==> config.mk <==
export PLATFORM = sky130hd
export DESIGN_NAME = coin_sense_front_flat
export DESIGN_NICKNAME = d
export VERILOG_FILES = /design/src/rtl/coin_sense_front_if.sv /design/src/rtl/coin_sense_front.sv /design/src/flat_wrapper.sv
export SDC_FILE = /design/constraint.sdc
export NUM_CORES = 1
export LEC_CHECK = 0
export ABC_AREA = 0
export CORE_UTILIZATION = 55
export DETAILED_ROUTE_END_ITERATION = 12
export GPL_TIMING_DRIVEN = 1
export PLACE_DENSITY = 0.86
export SYNTH_ARGS = -nofsm -noshare
export SYNTH_HDL_FRONTEND = slang
export SYNTH_SLANG_ARGS = --single-unit
==> constraint.sdc <==
create_clock -name clock -period 5 [get_ports clock]
set_input_delay 1 -clock clock [delete_from_list [all_inputs] [get_ports clock]]
set_output_delay 1 -clock clock [all_outputs]
set_load 0.03 [all_outputs]
==> src/rtl/coin_sense_front_if.sv <==
// coin_sense_front_if
//   Bundles the raw coin-slot sensor lines and the cleaned coin/reject
//   outputs of the coin sensing front end.
//   nickel_raw : raw 5c sensor, 1 = coin present
//   dime_raw   : raw 10c sensor, 1 = coin present
//   coin       : one-cycle coin code (01 = 5c, 10 = 10c, 00 = idle)
//   reject     : one-cycle pulse, coin dropped because the queue was full
//   master : the side that owns the sensors and consumes coin/reject
//   slave  : the coin_sense_front block
interface coin_sense_front_if;
    logic       nickel_raw;
    logic       dime_raw;
    logic [1:0] coin;
    logic       reject;

    modport master (output nickel_raw, output dime_raw, input coin, input reject);
    modport slave  (input nickel_raw, input dime_raw, output coin, output reject);
endinterface

==> src/rtl/coin_sense_front.sv <==
// coin_sense_front
//   Turns two bouncy coin-slot sensors into clean one-cycle coin codes for
//   the vending FSM: 2-flop synchroniser, per-channel debounce, rising-edge
//   event, 2-entry coin queue, and an output stage that always leaves at
//   least one idle cycle between coin pulses.
//   clock : system clock, rising edge
//   reset : asynchronous active-low reset
//   bus   : coin_sense_front_if.slave (nickel_raw, dime_raw in; coin, reject out)
module coin_sense_front #(
    parameter int unsigned DEBOUNCE_CYCLES = 4,
    parameter int unsigned CNT_W           = 8
) (
    input  logic                clock,
    input  logic                reset,
    coin_sense_front_if.slave   bus
);

    localparam logic [CNT_W-1:0] CNT_LAST = CNT_W'(DEBOUNCE_CYCLES - 1);

    localparam logic [1:0] CODE_NICKEL = 2'b01;
    localparam logic [1:0] CODE_DIME   = 2'b10;

    // Channel index: bit 0 = nickel, bit 1 = dime.
    logic [1:0]       sync1;
    logic [1:0]       sync2;
    logic [1:0]       stable;
    logic [1:0]       rise;
    logic [CNT_W-1:0] cnt [2];

    // Synchroniser, debounce and edge flag.
    // Stable levels reset to 1 so a sensor held high through reset is not
    // mistaken for a fresh coin.
    // NOTE: sequential state uses non-blocking assignments so every flop
    // samples the pre-edge value of its neighbours.
    always_ff @(posedge clock or negedge reset) begin
        if (!reset) begin
            sync1  <= '0;
            sync2  <= '0;
            stable <= '1;
            rise   <= '0;
            for (int i = 0; i < 2; i++) cnt[i] <= '0;
        end else begin
            sync1 <= {bus.dime_raw, bus.nickel_raw};
            sync2 <= sync1;
            rise  <= '0;
            for (int i = 0; i < 2; i++) begin
                if (sync2[i] == stable[i]) begin
                    cnt[i] <= '0;
                end else if (cnt[i] == CNT_LAST) begin
                    stable[i] <= sync2[i];
                    cnt[i]    <= '0;
                    // Only a 0->1 flip of the accepted level is a coin.
                    rise[i]   <= sync2[i];
                end else begin
                    cnt[i] <= cnt[i] + 1'b1;
                end
            end
        end
    end

    // Coin queue: 2 entries, 1-bit pointers plus an occupancy count.
    logic [1:0] mem [2];
    logic       wr_ptr;
    logic       rd_ptr;
    logic [1:0] count;
    logic       gap;

    logic       pop;
    logic [1:0] count_after_pop;
    logic [1:0] count_mid;
    logic       acc_dime;
    logic       acc_nickel;
    logic       drop;

    // The pop is taken first so a full queue can accept a push on the same
    // edge; the dime is then offered before the nickel.
    // NOTE: every always_comb output gets a default first so no path leaves
    // it unassigned and infers a latch.
    always_comb begin
        pop             = 1'b0;
        count_after_pop = count;
        acc_dime        = 1'b0;
        acc_nickel      = 1'b0;
        count_mid       = count;
        drop            = 1'b0;

        pop             = !gap && (count != 2'd0);
        count_after_pop = count - {1'b0, pop};
        acc_dime        = rise[1] && (count_after_pop != 2'd2);
        count_mid       = count_after_pop + {1'b0, acc_dime};
        acc_nickel      = rise[0] && (count_mid != 2'd2);
        drop            = (rise[1] && !acc_dime) || (rise[0] && !acc_nickel);
    end

    // NOTE: queue storage carries no reset; the occupancy count guards every
    // read, so stale contents are never observed.
    always_ff @(posedge clock) begin
        if (acc_dime)   mem[wr_ptr] <= CODE_DIME;
        if (acc_nickel) mem[wr_ptr ^ acc_dime] <= CODE_NICKEL;
    end

    always_ff @(posedge clock or negedge reset) begin
        if (!reset) begin
            wr_ptr     <= 1'b0;
            rd_ptr     <= 1'b0;
            count      <= 2'd0;
            gap        <= 1'b0;
            bus.coin   <= 2'b00;
            bus.reject <= 1'b0;
        end else begin
            wr_ptr     <= wr_ptr ^ acc_dime ^ acc_nickel;
            count      <= count_mid + {1'b0, acc_nickel};
            bus.reject <= drop;
            // A delivered coin is always followed by an idle cycle, which
            // covers the vending FSM's dispense cycle.
            if (pop) begin
                bus.coin <= mem[rd_ptr];
                rd_ptr   <= ~rd_ptr;
                gap      <= 1'b1;
            end else begin
                bus.coin <= 2'b00;
                gap      <= 1'b0;
            end
        end
    end

endmodule

==> src/flat_wrapper.sv <==
// flat-port wrapper written by rule: the top's interface ports become plain ports
module coin_sense_front_flat 
#(
    parameter int unsigned DEBOUNCE_CYCLES = 4,
    parameter int unsigned CNT_W           = 8
)
  (clock, reset, bus_nickel_raw, bus_dime_raw, bus_coin, bus_reject);
  coin_sense_front_if bus_i ();
  input  logic clock;
  input  logic reset;
  input wire logic [$bits(bus_i.nickel_raw)-1:0] bus_nickel_raw;
  input wire logic [$bits(bus_i.dime_raw)-1:0] bus_dime_raw;
  output wire logic [$bits(bus_i.coin)-1:0] bus_coin;
  output wire logic [$bits(bus_i.reject)-1:0] bus_reject;
  assign bus_i.nickel_raw = bus_nickel_raw;
  assign bus_i.dime_raw = bus_dime_raw;
  assign bus_coin = bus_i.coin;
  assign bus_reject = bus_i.reject;
  coin_sense_front #(.DEBOUNCE_CYCLES(DEBOUNCE_CYCLES), .CNT_W(CNT_W)) u_core (.clock(clock), .reset(reset), .bus(bus_i));
endmodule
# After elaboration in Yosys (flattened, before gate mapping)
# Memory sizes are Yosys's and may differ from the RTL's.
# Cells that the tools add are included.
[word_totals]
out_inout_bits = 3
register_bits = 32
word_cells = 56
inputBits = 4
mem_bits_rw = 4
memories = 1
[memory_table]
columns = ["name", "depth", "word_bits", "rd", "rd_ports_with_merged_regs", "write_ports", "line_no", "rtl"]
rows = [
  ["u_core.mem", 2, 2, 1, 0, 2, "coin_sense_front.sv:62", "logic [1:0] mem [2];"],
]
[op_classes]
n_addsub = 5
eq_ne = 6
n_mux = 14
n_bitwise = 5
n_reduce_logical = 12
[ops]
columns = ["cell", "n"]
rows = [
  ["two-way mux 8 bit", 4],
  ["adder 8 x 1 -> 8 bit, second input constant", 2],
  ["== test 8 x 2 -> 1 bit, second input constant", 2],
  ["two-way mux 1 bit", 9],
  ["logical AND 1 bit", 5],
  ["adder 2 x 1 -> 2 bit", 2],
  ["inequality test 2 bit, second input constant", 2],
  ["AND reduction 2 bit", 2],
  ["zero test 1 bit", 3],
  ["NOT 1 bit", 3],
  ["== test 1 bit", 2],
  ["two-way mux 2 bit", 1],
  ["nonzero test 2 bit", 1],
  ["subtractor 2 x 1 -> 2 bit", 1],
  ["bitwise XOR 1 bit", 2],
  ["logical OR 1 bit", 1],
]

# Depth between registers and ports, before layout
# Gate-level depths: netlist (run 1).
[logic_depth]
depth_word = 11
mapped_depth = 10
ltp_nobuf = 9

# Worst setup path after synthesis (run 1)
# Ideal clock, no wire load.
[synth_path]
path_kind = "register to register"
from = "reg u_core.count[1]"
to = "mem u_core.mem[0][0]"
setup_time_ps = 114
slack_ps = 2739
path_stages_with_launch = 9
period_less_slack_ps = 2261
arrival_ps = 2147
n_path_buf = 1
t_required_ps = 4886
cell_sequence = "dfrtp_1 buf_6 o21bai_1 inv_1 ha_1 a21boi_0 ha_1 ha_1 a21o_1"
[synth_lines]
columns = ["element", "line_no", "rtl"]
rows = [
  ["start: declaration", "coin_sense_front.sv:65", "logic [1:0] count;"],
  ["start signal: assignment", "coin_sense_front.sv:112", "count <= count_mid + {1'b0, acc_nickel};"],
  ["end: declaration", "coin_sense_front.sv:62", ""],
]

==> summary.md, run 1 <==
| Metric | Value |
|---|---|
| LEAKAGE | 0.801 nW |
| Nets | 160 |
| DR vias | 987 |
| CTS Buffer Depth | 2 |
| Area contributors post-synth | dfrtp_1, xnor2_1, nor2_1, dfxtp_1, ha_1 |
| Min Tclk post-route | 2.46 ns |
| Run status | completed |
| Vias in the first global route | 899 |
| Yosys top cell by area | dfrtp_1 |
| CTS tree | built |
| Crit Path Max Fanout | 8 |
| Height of the die | 54.9 um |
| Max-cap violation count | 0 |
| H-tree Lvls | 2 |
| Actual slew at the worst max-slew pin | 0.388 ns |
| Num rows | 18 |
| Final core occ | 0.659 |
| Sequential power share | 0.486 |
| DR iter-0 viols | 11 |
| I/O pins | 7 |
| Reg clk slew, reported paths | 0.10 ns |
| Initial antenna violation count | 0 |
| GRT Util Overall | 0.182 |
| Die ar. | 3010 um^2 |
| Power per Cell Area | 511 nW/um^2 |
| Root Buffer | clkbuf_4 |
| Internal Pwr Total | 0.569 mW |
| Cts bufs inserted | 5 |
| Rel. slew slack | 0.741 |
| Syn-to-layout area delta | 9.92% |
| Clock sink count | 36 |
| Ant diodes | 0 |
| First-pass GRT wire length | 3.73 mm |
| Drt total wl | 2.18 mm |
| Drt first pass iters | 4 |
| Clk_skew | 0.00681 ns |
| # fillers | 208 |
| Critical Path RT | 5.23 ns |
| Core Footprint | 2570 um^2 |
| CP Class | reg2reg |
| Syn_nets | 147 |
| Post-CTS Hold Fix Bufs | 0 |
| Final Hold Fails | 0 |
| Asr flop ratio synth | 0.889 |
| Yosys reg bits | 36 |
| Buffers on Ports | 6 |
| Synth cell types | 35 |
| HP Class | reg2reg |
| Synth Flop Type | dfrtp_1 |
| Type of origin of the critical path | flop |
| Initial core utilization | 0.599 |
| Grt total ovfl | 0 |
| # setup viols final | 0 |
| Post-synth EDFFs | 0 |
| Sw Ratio | 0.342 |
| Top-count cell post-synth | dfrtp_1 |
| DIE WIDTH | 54.9 um |
| Critical path endpoint category | flop |
| Residual DRC | 0 |
| Layout cells sized above 1 | 0.0993 |
| Setup TNS | 0 ns |
| Peak supply drop | 0.323 mV |
| Avg Cell Area, Syn | 11.2 um^2 |
| Mapped Cells | 137 |
| Max-slew violation count | 0 |
| Postcts setup bufs | 0 |
| Switching power | 0.296 mW |
| WP data arrival | 2.68 ns |
| Share of the synthesized area in the top cell type | 0.488 |
| Pwr Total | 0.865 mW |
| Largest net degree at the start of global routing | 33 |
| Clk_lat worst skew | 0.33 ns |
| Vias/cell | 5.45 |
| Yosys warns | 0 |
| Unrepaired setup endpoints after global routing | no |
| Wire per inst | 12.0 um |
| Antenna-violating nets left | 0 |
| HPWL Detailed | 1.57 mm |
| CTS resizes | 0 |
| Clock Power Share | 0.182 |
| Final cycle utilization of the critical path | 0.491 |
| Combinational group share of total power | 0.332 |
| Post-Syn Area | 1540 um^2 |
| F_max | 407 MHz |
| Final Wtd Congestion | 0.763 |
| Synth cell count leaders | dfrtp_1, nor2_1, xnor2_1 |
| Seq/Total Area, Yosys | 0.574 |
-- sequential cells by signal, summed over array words and instances (netlist names) --
| name | count |
|---|---|
| u_core.count | 2 |
| u_core.bus.coin | 2 |
| u_core.mem | 4 |
| u_core.rd_ptr | 1 |
| u_core.wr_ptr | 1 |
| u_core.rise | 2 |
| u_core.gap | 1 |
| u_core.bus.reject | 1 |
| u_core.sync2 | 2 |
| u_core.cnt | 16 |
| u_core.stable | 2 |
| u_core.sync1 | 2 |
-- layout by cell type (no fill, tap or decap), types with 2 or more instances in the layout --
master,instances
and3_1,3
nor3_1,2
nand3_1,8
ha_1,6
nor3b_1,2
dfstp_2,2
xnor2_1,10
dfrtp_1,30
clkbuf_1,2
nand2_1,5
dfxtp_1,4
inv_1,8
nor4b_1,2
xor2_1,7
mux2_2,2
mux2i_1,3
clkbuf_4,5
clkdlybuf4s50_1,6
o21ai_0,2
nor2_1,23
-- power by group through the flow --
stage                     logic (mW)  clock network, mW  registers (mW)
final                          0.287              0.157           0.421
after global routing           0.329              0.174           0.432
after CTS                      0.292              0.165           0.421
after detailed placement       0.290                  0           0.428
after global placement         0.274                  0           0.423
after floorplan                0.229                  0           0.424
-- critical path, cell delays in order, from the launching register on --
cell and delay, ns:
dfrtp_1 0.47, o21bai_1 0.33, inv_1 0.10, ha_1 0.39, a21boi_0 0.35, ha_1 0.33, ha_1 0.23, a21o_1 0.16
-- metal layers --
| layer | wire [um] | track usage | share of wire | vias to the layer above |
|---|---|---|---|---|
| met5 | 0 | 0 | 0 | - |
| met4 | 27 | 0.0875 | 0.012 | 0 |
| met3 | 82 | 0.0656 | 0.038 | 4 |
| met2 | 1070 | 0.297 | 0.49 | 12 |
| met1 | 997 | 0.211 | 0.46 | 491 |
| li1 | - | - | - | 480 |
-- final timing paths --
path                                                 endpoint  slack [ns]  cells after the start                       from
min in group asynchronous            u_core.cnt[13]$_DFF_PN0_        1.05                      2                      reset
worst max-delay path            u_core.mem[0][0]$_SDFFE_PP1P_        2.54                      7  u_core.count[1]$_DFF_PN0_
worst min register to register      u_core.sync2[1]$_DFF_PN0_        0.36                      0  u_core.sync1[1]$_DFF_PN0_
worst max register to register  u_core.mem[0][0]$_SDFFE_PP1P_        2.54                      7  u_core.count[1]$_DFF_PN0_
max in group asynchronous        u_core.stable[0]$_DFFE_PN1P_        3.63                      2                      reset
worst min-delay path                u_core.sync2[1]$_DFF_PN0_        0.36                      0  u_core.sync1[1]$_DFF_PN0_
-- per-stage QoR --
stage / hold WS [ns] / cells / worst slack, ns / area [um^2]
after floorplan: 0.331 / 137 / 2.74 / 1540
after global placement: 0.332 / 173 / 2.66 / 1630
after global routing: 0.365 / 181 / 2.28 / 1690
after CTS: 0.362 / 181 / 2.54 / 1690
after detailed placement: 0.340 / 173 / 2.56 / 1630
final: 0.359 / 181 / 2.54 / 1690
-- cells by family after synthesis --
logic type      share of synthesized area
simple gates                        0.162
xor+xnor                           0.0967
flops                               0.574
buf+inv                            0.0293
compound gates                     0.0480
fa+ha+maj                          0.0561
mux                                0.0341
-- area by class of cell --
cell class,instances,area (um^2),share of cell area
flip-flops and latches,36,883,0.522
multi-input cells,91,611,0.361
repair buffers,7,67.6,0.0399
clock buffers,8,58.8,0.0348
well taps,30,37.5,0.0222
inverters,9,33.8,0.0200
Note: power is estimated with default switching activity, not from simulation.
==> inputs of run 2 (changes only) <==
- CORE_UTILIZATION: 55 -> 52
- PLACE_DENSITY: 0.86 -> 0.85
- clock period: 5 -> 2.1 ns (I/O delays scaled with it)
==> summary.md, run 2 (same netlist as run 1, synthesis figures left out) <==
| Metric | Value |
|---|---|
| Critical Path RT | 2.35 ns |
| Critical path endpoint category | flop |
| Met1 WL | 992 um |
| Run status | completed |
| Clk_lat worst skew | 0.36 ns |
| Min Tclk post-route | 1.96 ns |
| CTS tree | built |
| Post-Layout Cell Count | 185 |
| F_max | 511 MHz |
| H-tree Lvls | 2 |
| Power per Cell Area | 1410 nW/um^2 |
| Commonest non-fill, non-tap cell in the layout | dfrtp_1 |
| Wire per inst | 12.4 um |
| Rel. slew slack | 0.743 |
| Core Footprint | 2780 um^2 |
| WP data arrival | 2.21 ns |
| Clock sink count | 36 |
| Ant diodes | 0 |
| Largest register by flop count | u_core.cnt |
| Final Hold Fails | 0 |
| Met3 WL | 100 um |
| HP Class | reg2reg |
| I/O pins | 7 |
| Final Wtd Congestion | 0.793 |
| Most frequent cells in the layout | dfrtp_1, nor2_1, xnor2_1, inv_1, nand3_1 |
| Max-cap violation count | 0 |
| Reg-to-reg slack, setup | 0.14 ns |
| Max-slew violation count | 0 |
| # fillers | 214 |
| Buffers on Ports | 6 |
| Biggest regs | u_core.cnt (16), u_core.mem (4) |
| Antenna-violating nets left | 0 |
| CTS Buffer Depth | 2 |
| Syn-to-layout area delta | 18.2% |
| Placed cell count | 176 |
| Layout cells sized above 1 | 0.156 |
| Initial antenna violation count | 0 |
| Die ar. | 3180 um^2 |
| DR iter-0 viols | 24 |
| Height of the die | 56.4 um |
| Drt total wl | 2.30 mm |
| Largest net degree at the start of global routing | 33 |
| Type of origin of the critical path | flop |
| Initial core utilization | 0.553 |
| Nets | 163 |
| Vias in the first global route | 969 |
| Met2 WL | 1.15 mm |
| Reg clk slew, reported paths | 0.12 ns |
| Residual DRC | 0 |
| Largest register FFs | 16 |
| Final cycle utilization of the critical path | 0.932 |
| Cts bufs inserted | 5 |
| DIE WIDTH | 56.4 um |
| First-pass GRT wire length | 4.04 mm |
| Clk_skew | 0.0125 ns |
| # setup viols final | 0 |
| GRT Util Overall | 0.175 |
| Peak supply drop | 1.10 mV |
| LEAKAGE | 0.852 nW |
| CP Class | reg2reg |
| HPWL Detailed | 1.61 mm |
| Vias/cell | 5.38 |
| Actual slew at the worst max-slew pin | 0.385 ns |
| Post-CTS Hold Fix Bufs | 0 |
| Setup TNS | 0 ns |
| Grt total ovfl | 0 |
| DR vias | 996 |
| Top layer in use | met4 |
| Drt first pass iters | 4 |
| Crit Path Max Fanout | 7 |
| Num rows | 19 |
| Root Buffer | clkbuf_4 |
run 2: cell count changes in the layout (fill, tap and decap cells not counted), sizes merged:
cell,before,now
clkbuf,8,5
bufinv,0,3
buf,1,4
run 2: per-stage QoR:
stage	worst slack (ns)	util	cell area [um^2]	hold WS [ns]	total power, mW
after floorplan	0.0840	-	1560	0.124	1.61
after detailed placement	0.0889	0.599	1670	0.335	1.81
after global placement	0.192	0.599	1670	0.332	1.75
after global routing	-0.00803	0.654	1820	0.367	2.70
final	0.143	0.654	1820	0.360	2.56
after CTS	0.0763	0.645	1790	0.361	2.53
run 2: final cells by class:
type	instances	area, um^2	area share
Sequential cell	36	883	0.486
Clock inverter	3	90.1	0.0495
Clock buffer	5	37.5	0.0206
Tap cell	31	38.8	0.0213
Inverter	9	33.8	0.0186
Timing Repair Buffer	10	90.1	0.0495
Multi-Input combinational cell	91	646	0.355
run 2: path summary, 6_finish.rpt:
check,start,end,depth (start not counted)
setup reg to reg,u_core.count[1]$_DFF_PN0_,u_core.mem[0][0]$_SDFFE_PP1P_,9
min in group asynchronous,reset,u_core.cnt[9]$_DFF_PN0_,2
hold / removal,u_core.sync1[0]$_DFF_PN0_,u_core.sync2[0]$_DFF_PN0_,0
hold reg to reg,u_core.sync1[0]$_DFF_PN0_,u_core.sync2[0]$_DFF_PN0_,0
max in group asynchronous,reset,u_core.stable[1]$_DFFE_PN1P_,2
setup / recovery,u_core.count[1]$_DFF_PN0_,u_core.mem[0][0]$_SDFFE_PP1P_,9
run 2: repair_timing:
| action | 4_1_cts | 5_1_grt |
|---|---|---|
| setup endpoints to repair | 0 | 3 |
| resized for setup | 0 | 3 |
| endpoints found under the hold margin | 0 | 0 |
| buffers inserted | 0 | 1 |
run 2: worst max-delay path: stages, from the launching register on:
cell      delay (ns)
dfrtp_1         0.40
o21bai_2        0.15
inv_1           0.10
ha_4            0.28
nor4b_4         0.26
a31oi_1         0.09
nand3_1         0.18
inv_1           0.07
ha_1            0.19
a21o_1          0.15
run 2: routing by layer:
metal,GRT usage,vias up
li1,-,487
met1,0.192,484
met2,0.281,20
met3,0.0829,5
met4,0.0941,0
met5,0,-
run 2: power breakdown:
part           leakage, nW  internal (mW)  switching (mW)
registers            0.447          0.877           0.113
clock network       0.0654          0.490           0.234
logic                0.339          0.397           0.445
==> inputs of run 3 (changes only) <==
- ABC_AREA: 0 -> default
- CORE_ASPECT_RATIO: default -> 0.5
==> summary.md, run 3 (same netlist as run 1, synthesis figures left out) <==
| Metric | Value |
|---|---|
| Unrepaired setup endpoints after global routing | no |
| Root Buffer | clkbuf_8 |
| Die ar. | 3190 um^2 |
| Worst Slack Setup Final | 0.145 ns |
| Placed cell count | 182 |
| Height of the die | 40.5 um |
| Vias/cell | 5.09 |
| Crit Path Max Fanout | 7 |
| Reg clk slew, reported paths | 0.08 ns |
| Initial core utilization | 0.570 |
| Peak supply drop | 0.728 mV |
| Critical R2R Capture | u_core.mem[0][0]$_SDFFE_PP1P_ |
| Drt total wl | 2.32 mm |
| R2r startpoint | u_core.count[1]$_DFF_PN0_ |
| Grt total ovfl | 0 |
| Nets | 162 |
| Max-slew violation count | 0 |
| LEAKAGE | 0.821 nW |
| Reg-to-reg slack, setup | 0.15 ns |
| Hold WS | 0.355 ns |
| F_max | 512 MHz |
| GRT Util Overall | 0.168 |
| Critical Path RT | 2.29 ns |
| Antenna-violating nets left | 0 |
| HP Class | reg2reg |
| Power per Cell Area | 1300 nW/um^2 |
| Final Wtd Congestion | 0.828 |
| Buffers on Ports | 6 |
| Rel. slew slack | 0.734 |
| Clk_lat worst skew | 0.29 ns |
| Largest register by flop count | u_core.cnt |
| First-pass GRT wire length | 3.80 mm |
| Actual slew at the worst max-slew pin | 0.399 ns |
| Vias in the first global route | 896 |
| Post-Layout Cell Count | 190 |
| DR iter-0 viols | 24 |
| Num rows | 13 |
| Biggest regs | u_core.cnt (16), u_core.mem (4) |
| CTS tree | built |
| Largest net degree at the start of global routing | 33 |
| DR vias | 967 |
| Critical path endpoint category | flop |
| DIE WIDTH | 78.9 um |
| Type of origin of the critical path | flop |
| Final cycle utilization of the critical path | 0.931 |
| Largest register FFs | 16 |
| Most frequent cells in the layout | dfrtp_1, nor2_1, xnor2_1, inv_1, nand3_1 |
| Drt first pass iters | 4 |
| Commonest non-fill, non-tap cell in the layout | dfrtp_1 |
| Residual DRC | 0 |
| WP data arrival | 2.14 ns |
| # setup viols final | 0 |
| Core Footprint | 2700 um^2 |
| Min Tclk post-route | 1.95 ns |
| HPWL Detailed | 1.53 mm |
| Layout cells sized above 1 | 0.144 |
| Max-cap violation count | 0 |
| Syn-to-layout area delta | 15.1% |
| Clock sink count | 36 |
| Hold_sp | u_core.sync1[1]$_DFF_PN0_ |
| Ant diodes | 0 |
| H-tree Lvls | 2 |
| Wire per inst | 12.2 um |
| Initial antenna violation count | 0 |
| Postcts setup bufs | 0 |
| Run status | completed |
| Dpl ws | 0.150 ns |
| Clk_skew | 0.00471 ns |
| Worst Hold End | u_core.sync2[1]$_DFF_PN0_ |
| CTS Buffer Depth | 2 |
| I/O pins | 7 |
| Hold Path Cell Cnt | 0 |
| CP Class | reg2reg |
| Setup TNS | 0 ns |
| Final Hold Fails | 0 |
| R2R depth | 7 |
| Cts bufs inserted | 5 |
[run 3: what timing repair did]
action                     4_1_cts  5_1_grt
gates resized for setup          0        1
hold buffers                     0        0
setup endpoints to repair        0        1
[run 3: area by class of cell]
cell class	instances	area [um^2]
flip-flops and latches	36	883
fillers	199	928
inverters	9	33.8
clock buffers	5	68.8
multi-input cells	91	633
well taps	37	46.3
clock inverters	3	23.8
repair buffers	9	82.6
[run 3: power breakdown]
part / leakage, nW / internal [mW] / switching [mW]
Clock: 0.0404 / 0.235 / 0.261
Sequential: 0.447 / 0.878 / 0.112
Combinational: 0.334 / 0.387 / 0.425
Total: 0.821 / 1.50 / 0.798
[run 3: per-layer routing]
metal	global-route usage	part of all wire
met2	0.280	0.45
met1	0.202	0.50
met5	0	0
met3	0.0545	0.030
met4	0.100	0.020
[run 3: how the worst max path moves through the flow]
| stage | startpoint | endpoint | slack (ns) |
|---|---|---|---|
| after global placement | u_core.count[1]$_DFF_PN0_ | u_core.mem[0][0]$_SDFFE_PP1P_ | 0.22 |
| after CTS | u_core.count[1]$_DFF_PN0_ | u_core.mem[0][0]$_SDFFE_PP1P_ | 0.10 |
| final | u_core.count[1]$_DFF_PN0_ | u_core.mem[0][0]$_SDFFE_PP1P_ | 0.15 |
| after detailed placement | u_core.count[1]$_DFF_PN0_ | u_core.mem[0][0]$_SDFFE_PP1P_ | 0.15 |
| after global routing | u_core.count[1]$_DFF_PN0_ | u_core.mem[0][0]$_SDFFE_PP1P_ | 0.03 |
| after floorplan | u_core.count[1]$_DFF_PN0_ | u_core.mem[0][0]$_SDFFE_PP1P_ | 0.08 |
[run 3: metrics by stage]
step	cell area (um^2)	utilization	total power, mW
finish	1770	0.656	2.30
global route	1770	0.656	2.45
CTS	1770	0.654	2.30
detailed placement	1670	0.620	1.80
global placement	1670	0.620	1.76
floorplan	1560	-	1.61
[run 3: critical path, cell delays in order (launching register included)]
cell,delay (ns)
dfrtp_1,0.39
o21bai_2,0.15
inv_1,0.09
ha_4,0.27
a21boi_1,0.25
ha_1,0.31
ha_1,0.23
a21o_1,0.15
